## config.mk

```make
export PLATFORM = sky130hd
export DESIGN_NAME = lab2_proc_imem_resp_filter
export DESIGN_NICKNAME = d
export VERILOG_FILES = /design/src/rtl/lab2_proc_imem_resp_filter.sv
export SDC_FILE = /design/constraint.sdc
export NUM_CORES = 1
export LEC_CHECK = 0
export CORE_MARGIN = 2
export CORE_UTILIZATION = 35
export DETAILED_ROUTE_END_ITERATION = 7
export DONT_BUFFER_PORTS = 1
export GPL_ROUTABILITY_DRIVEN = 0
export PLACE_DENSITY = 0.6
export SLEW_MARGIN = 20
export SYNTH_ARGS = -nofsm -noshare
export SYNTH_HDL_FRONTEND = slang
export SYNTH_SLANG_ARGS = --single-unit
```

## constraint.sdc

```tcl
create_clock -name clk -period 9.4 [get_ports clk]
set_clock_uncertainty 0.1 [all_clocks]
set_input_delay 0.94 -clock clk [delete_from_list [all_inputs] [get_ports clk]]
set_output_delay 0.94 -clock clk [all_outputs]
set_load 0.01 [all_outputs]
```

## src/rtl/lab2_proc_imem_resp_filter.sv

```systemverilog
// Fetch-side filter for imem port 0: caps outstanding requests, drops squashed responses and
// queues survivors in a 2-entry FIFO. Define LAB2_PROC_IMEM_FILTER_STATS_EN for a drop counter.
module lab2_proc_imem_resp_filter #(
  parameter int unsigned p_max_inflight = 4,
  parameter int unsigned p_opaque_nbits = 8,
  // Default widths match mem_req_4B_t / mem_resp_4B_t (type, opaque, addr/test, len, data).
  parameter int unsigned c_req_nbits    = 3 + p_opaque_nbits + 32 + 2 + 32,
  parameter int unsigned c_resp_nbits   = 3 + p_opaque_nbits + 2 + 2 + 32
) (
  input  logic                    clk,
  input  logic                    reset,
  input  logic                    squash,

  input  logic                    proc_req_val,
  output logic                    proc_req_rdy,
  input  logic [c_req_nbits-1:0]  proc_req_msg,

  output logic                    mem_req_val,
  input  logic                    mem_req_rdy,
  output logic [c_req_nbits-1:0]  mem_req_msg,

  input  logic                    mem_resp_val,
  output logic                    mem_resp_rdy,
  input  logic [c_resp_nbits-1:0] mem_resp_msg,

  output logic                    proc_resp_val,
  input  logic                    proc_resp_rdy,
  output logic [c_resp_nbits-1:0] proc_resp_msg
`ifdef LAB2_PROC_IMEM_FILTER_STATS_EN
  ,
  output logic [31:0]             num_dropped
`endif
);

  typedef enum logic [1:0] {StEmpty, StOne, StFull} q_state_e;

  q_state_e                state_q, state_d;
  logic [3:0]              inflight_q, inflight_d;
  logic [3:0]              drop_q, drop_d;
  logic [c_resp_nbits-1:0] entry0_q, entry0_d;
  logic [c_resp_nbits-1:0] entry1_q, entry1_d;

  logic room;
  logic req_fire;
  logic resp_fire;
  logic drop_nz;
  logic discard;
  logic enq;
  logic deq;

  // Request path is purely combinational
  assign room         = inflight_q < 4'(p_max_inflight);
  assign mem_req_val  = proc_req_val & room;
  assign proc_req_rdy = mem_req_rdy & room;
  assign mem_req_msg  = proc_req_msg;
  assign req_fire     = proc_req_val & proc_req_rdy;

  assign drop_nz       = (drop_q != 4'd0);
  assign mem_resp_rdy  = drop_nz | squash | (state_q != StFull);
  assign resp_fire     = mem_resp_val & mem_resp_rdy;
  assign discard       = resp_fire & (drop_nz | squash);
  assign enq           = resp_fire & ~discard;

  assign proc_resp_val = (state_q != StEmpty);
  assign proc_resp_msg = entry0_q;
  assign deq           = proc_resp_val & proc_resp_rdy;

  always_comb begin
    inflight_d = inflight_q;
    if (req_fire && !resp_fire) begin
      inflight_d = inflight_q + 4'd1;
    end else if (!req_fire && resp_fire) begin
      inflight_d = inflight_q - 4'd1;
    end
  end

  // Requests firing in the squash cycle are not yet counted in inflight_q, so they survive
  always_comb begin
    drop_d = drop_q;
    if (squash) begin
      drop_d = inflight_q - 4'(resp_fire);
    end else if (resp_fire && drop_nz) begin
      drop_d = drop_q - 4'd1;
    end
  end

  // Entry 0 is always the head; entry 1 shifts down on a dequeue from FULL
  always_comb begin
    state_d  = state_q;
    entry0_d = entry0_q;
    entry1_d = entry1_q;
    if (squash) begin
      state_d = StEmpty;
    end else begin
      case (state_q)
        StEmpty: begin
          if (enq) begin
            state_d  = StOne;
            entry0_d = mem_resp_msg;
          end
        end
        StOne: begin
          if (enq && deq) begin
            entry0_d = mem_resp_msg;
          end else if (enq) begin
            state_d  = StFull;
            entry1_d = mem_resp_msg;
          end else if (deq) begin
            state_d = StEmpty;
          end
        end
        StFull: begin
          if (deq) begin
            state_d  = StOne;
            entry0_d = entry1_q;
          end
        end
        default: state_d = StEmpty;
      endcase
    end
  end

  always_ff @(posedge clk) begin
    if (reset) begin
      state_q    <= StEmpty;
      inflight_q <= 4'd0;
      drop_q     <= 4'd0;
    end else begin
      state_q    <= state_d;
      inflight_q <= inflight_d;
      drop_q     <= drop_d;
    end
  end

  always_ff @(posedge clk) begin
    entry0_q <= entry0_d;
    entry1_q <= entry1_d;
  end

`ifdef LAB2_PROC_IMEM_FILTER_STATS_EN
  logic [31:0] num_dropped_q;

  always_ff @(posedge clk) begin
    if (reset) begin
      num_dropped_q <= 32'd0;
    end else if (discard) begin
      num_dropped_q <= num_dropped_q + 32'd1;
    end
  end

  assign num_dropped = num_dropped_q;
`endif

`ifndef SYNTHESIS
  // A response with nothing outstanding means the memory side broke protocol
  assert property (@(posedge clk) disable iff (reset)
    !(mem_resp_val && mem_resp_rdy && (inflight_q == 4'd0)))
    else $error("imem_resp_filter: response received with no request in flight");

  function automatic string line_trace();
    string s;
    case (state_q)
      StEmpty: s = "  ";
      StOne:   s = "* ";
      default: s = "**";
    endcase
`ifdef LAB2_PROC_IMEM_FILTER_STATS_EN
    s = discard ? {s, "d"} : {s, " "};
`endif
    return s;
  endfunction
`endif

endmodule

```

---- Yosys cells after proc, flatten, opt, wreduce, memory -nomap -nowiden ----
Index checks and enable logic that the tools add are counted.
word-level totals
  flip-flop bits (word level) ............. 104
  output and inout bits ................... 128
  word-level logic and storage cells ...... 60
cells by class
  muxes and demuxes ....................... 14
  magnitude comparators ................... 1
  equality and inequality tests ........... 8
  add/subtract/negate cells ............... 4
  bitwise operators ....................... 12
  reductions and logical operators ........ 16
operators by type and width
  cell                                                                          count
  47-bit two-way mux                                                            3
  47-bit one-hot mux with 3 select lines                                        1
  4-bit two-way mux                                                             4
  2-bit two-way mux                                                             5
  2-bit != test, second input constant                                          5
  4-bit AND reduction                                                           2
  4-bit by 1-bit subtractor with 4-bit output, second input constant            2
  1-bit bitwise AND                                                             7
  2-bit one-hot mux with 3 select lines                                         1
  2-bit nonzero test                                                            3
  5-bit AND reduction                                                           1
  4-bit by 1-bit adder with 4-bit output, second input constant                 1
  1-bit logical AND                                                             4
  4-bit by 3-bit less-than comparator with 1-bit output, second input constant  1
  4-bit nonzero test                                                            1
  4-bit by 1-bit subtractor with 4-bit output                                   1
  3-bit != test, second input constant                                          1
  1-bit inverter                                                                3
  3-bit nonzero test                                                            1
  2-bit by 1-bit == test with 1-bit output, second input constant               1
  2-bit == test, second input constant                                          1
  1-bit zero test                                                               2
  2-bit zero test                                                               1
  1-bit bitwise OR                                                              2
  2-bit OR reduction                                                            1

---- Logic depth before layout (Yosys ltp) ----
  word-level depth ........................ 10
  depth in mapped cells ................... 13

---- Worst setup path before layout ----
OpenSTA, ideal clock, no wires.
  kind .................................... input-to-reg
  from .................................... in squash
  to ...................................... reg entry1_q[0], enable pin
  stages .................................. 3
  library setup time ...................... 0.587 ns
  arrival time ............................ 6.342 ns
  slack ................................... 2.371 ns
  buffers on the path ..................... 0
  path through ............................ nor4b_2 -> and3b_2 -> nor4b_1
on the way
  cells in the longest elaborated chain, start to end .. 9
  elaborated cells on any way between the ends .. 10
  classes of those cells .................. bitwise (8); reduce/logical (2)
ends and longest elaborated chain
  item                               line    text
  start, declared                    12      input logic squash,
  1-bit bitwise OR                   59, 61
  1-bit bitwise OR                   59      assign mem_resp_rdy = drop_nz | squash | (state_q != StFull);
  1-bit bitwise AND                  60      assign resp_fire = mem_resp_val & mem_resp_rdy;
  1-bit bitwise AND                  61      assign discard = resp_fire & (drop_nz | squash);
  1-bit inverter                     62      assign enq = resp_fire & ~discard;
  1-bit bitwise AND                  62
  1-bit logical AND                  103     if (enq && deq) begin
  1-bit inverter (no line)           -
  4-bit AND reduction (no line) (*)  -
  end signal, assigned               137     entry1_q <= entry1_d;
  end, declared                      41      logic [c_resp_nbits-1:0] entry1_q, entry1_d;
Every way passes the cells marked *; elsewhere a longest branch is shown, timed or not.
A chain may end at the register's enable or synchronous reset.

---- Worst setup path in the final report ----
  from .................................... reg state_q[1]
  to ...................................... reg inflight_q[3]
on the way
  cells in the longest elaborated chain, start to end .. 6
  elaborated cells on any way between the ends .. 8
  classes of those cells .................. eq/ne (1); mux (1); bitwise (2); reduce/logical (4)
ends and longest elaborated chain
  item                                                            line  text
  start, declared                                                 37    q_state_e state_q, state_d;
  start signal, assigned                                          125   state_q <= StEmpty;
  start signal, assigned                                          129   state_q <= state_d;
  2-bit != test (*)                                               59
  1-bit bitwise OR (*)                                            59
  named net mem_resp_rdy                                          23    output logic mem_resp_rdy,
  1-bit bitwise AND (*)                                           60
  1-bit zero test                                                 70    if (req_fire && !resp_fire) begin
  1-bit logical AND                                               70
  4-bit two-way mux / 2-bit nonzero test (equally long branches)  -
  end signal, assigned                                            130   inflight_q <= inflight_d;
  end, declared                                                   38    logic [3:0] inflight_q, inflight_d;
Mark *: on every way through the listed nets, which the timed path passes. The rest lies on a longest branch.

==> run summary <==
Total CTS buffers = 9
Post-cts gate resize count = 0
Adder-cell share of the synthesized area = 2.296%
WP data required = 9.54 ns
Hold_sp = entry1_q[0]
Fin. Hold Viols = 0
Critical-path cell list = nor2b_4 > buf_4 > nand2_1 > and2_1 > inv_1 > ha_1 > inv_1 > ha_1 > a21oi_1 > a211oi_1 > a31oi_1 > mux2_2
Routed WL = 8.965 mm
Number of global-route vias before repair = 2115
Synth top cells by count = edfxtp_1, buf_4, mux2_2
Leak = 0.001491 uW
Post-synthesis sequential area ratio = 64.51%
RSZ-0062 raised after global routing = no
Clock tree sinks = 104
Delay of the slowest cell on the worst path = 0.54 ns
Cell Area, Synth = 0.004686 mm^2
Slew @ Worst Pin = 0.6562 ns
Crit-path slowest cell = buf_4
Number of synthesized flops with an enable pin = 94
CP Launch Type = register
Power Total = 1093 uW
Crit-path max FO = 49
Synth Area in XOR/XNOR = 0.9346%
GRT Total Usage = 12.70%
Die ar. = 0.01433 mm^2
Initial DRC count = 129
Largest net degree at the start of global routing = 50
Multiplexer share of the synthesized area = 11.99%
Worst r2r path cells = 12
Starting Density = 35.67%
Worst r2r src = state_q[1]
Setup_tns = 0 ns
Root Buffer = clkbuf_16
Hold Path End = proc_resp_msg[0]
Crit Path Class = register to register
Slew Limit Fails = 0
Clock buffer depth = 2
Minimum clock period = 3.292 ns
Async SR Flop Fraction = 0%
Area leader, netlist = edfxtp_1
Hold Buf Count CTS = 0
Reg clk slew, reported paths = 0.07 ns
Drt drc = 0
Outcome = finished clean
Clk Latency, worst-skew pair = 0.34 ns
CP Data Arrival Time = 3.43 ns
Final instance area = 0.004683 mm^2
Reg-to-reg setup timing slack = 6.11 ns
Fillers = 1247
Ant. Diodes = 0
Global route total overflow = 0
Post-DP HPWL = 6.470 mm
WP buf/inv = 3
Peak supply drop = 0.09082 mV
Synth-to-Final Area Change = -0.05344%
Top-area cell type share of the netlist area = 60.24%
Min-delay worst type = register to register
Antenna-violating nets left = 0
Pwr Density = 233.4 mW/mm^2
Max cap viols = 0
Drt pass-1 iters = 4
IO Port Bufs = 0
Synthesized net count = 445
Routed length per placed instance = 21.50 um
Via/cell ratio = 4.871
CTS tree = done
Worst Hold Depth = 1
Synth Area in Simple Gates = 4.085%
Routed vias = 2031
Synth Warn # = 0
Mapped Cells = 306
Die Width = 119.7 um
Most common cell in the netlist = edfxtp_1
Final Cycle Share = 35.02%
Cells after DPL = 401
Core footprint = 0.01314 mm^2
Fmax = 303.8 MHz
Largest family of logic cells by synthesized area = buffers and inverters
Setup Fix Bufs, Post-CTS = 0
Area after DPL = 0.004340 mm^2
Slew margin rel. = 56.25%
Yosys reg bits = 104
Synth area leaders = edfxtp_1, buf_4, mux2_2, dfxtp_1, ha_1
Compound-Gate Fraction of Synth Area = 2.430%
Die Ht = 119.7 um
Nets@finish = 375
First-pass GRT wire length = 13.40 mm
IO Count = 259
Non-Filler Instances = 417
Initial antenna violation count = 0
Fraction of layout cells with a size suffix above 1 = 32.78%
Final Setup Violations = 0
H-tree depth = 3
FP Rows = 42
Fin util = 35.65%
Cell family contributing the most delay on the critical path = buffers and inverters
Post-synthesis cell type count = 39
Primary FF master, synth = edfxtp_1
Reg-to-Reg End = inflight_q[3]
Multi-input gate area = 0.001041 mm^2
Setup crit end kind = register
Sequential cell area = 0.003023 mm^2
Synthesized area per cell = 15.31 um^2
[final cells by class]
type | instances | share of cell area, %
clock buffer | 9 | 4.809
timing repair buffer | 4 | 0.6412
multi-input combinational | 110 | 22.23
inverter | 7 | 0.5610
tap | 176 | 4.702
sequential | 104 | 64.55
clock inverter | 7 | 2.511
[metrics by stage]
stage	hold slack, ns	setup WS [ns]
after floorplan	0.4231	2.371
after global placement	0.4278	6.104
after detailed placement	0.4312	6.028
after global routing	0.4604	5.796
after CTS	0.4476	6.081
final	0.4441	6.108
[cells by family (layout without fill, tap and decap cells)]
kind of cell	after synthesis	count (layout)
adder cells (fa/ha/maj)	8	8
AO/OA/AOI/OAI	17	17
flip-flops	104	104
AND/OR/NAND/NOR	30	30
XOR/XNOR	5	5
buffers and inverters	92	27
multiplexers	50	50
[state kept, by name (all words and copies together) (netlist names)]
signal	cells
proc_resp_msg	47
state_q	2
entry1_q	47
drop_q	4
inflight_q	4
[worst max path at each step]
stage	startpoint	endpoint	slack, ns	cells past startpoint
6_report	state_q[1]	inflight_q[3]	6.11	12
3_3_place_gp	squash	inflight_q[3]	6.10	11
5_1_grt	state_q[1]	inflight_q[3]	5.80	12
2_1_floorplan	squash	entry1_q[0]	2.37	3
3_5_place_dp	squash	inflight_q[3]	6.03	11
4_1_cts	state_q[1]	inflight_q[3]	6.08	12
[worst reg2reg max path, delay by kind of cell (launching register included)]
family	cells	cell delay, ns
buffers and inverters	3	0.69
flip-flops	1	0.38
AO/OA/AOI/OAI	3	0.50
adder cells (fa/ha/maj)	2	0.48
AND/OR/NAND/NOR	3	0.67
multiplexers	1	0.35
[cells in the final DEF (no fill, tap or decap), drive strengths merged]
cell type,count
edfxtp,94
mux2,49
dfxtp,10
clkbuf,9
inv,9
nor2,8
ha,7
a211oi,5
a21oi,5
and2,4
buf,4
nand2,4
xnor2,3
bufinv,3
nor4b,2
xor2,2
clkinv,2
nor2b,2
o21ai,2
and3,1
or2,1
and3b,1
nand2b,1
o21a,1
nor4,1
nand3,1
a31oi,1
or4b,1
nor3,1
a2111o,1
a311oi,1
mux2i,1
nor3b,1
or3b,1
o31ai,1
fa,1
[power by group]
part	internal (uW)	switching [uW]
clock	261	167
sequential	532	25.5
combinational	52.6	54.7
total	846	247
[routing by layer]
metal / vias to the layer above / share of wire [%] / track usage, %
li1: 896 / - / -
met1: 980 / 35 / 13.23
met2: 123 / 53 / 21.61
met3: 32 / 10 / 6.369
met4: 0 / 2.1 / 5.441
met5: - / 0 / 0
(Power assumes the default switching activity.)
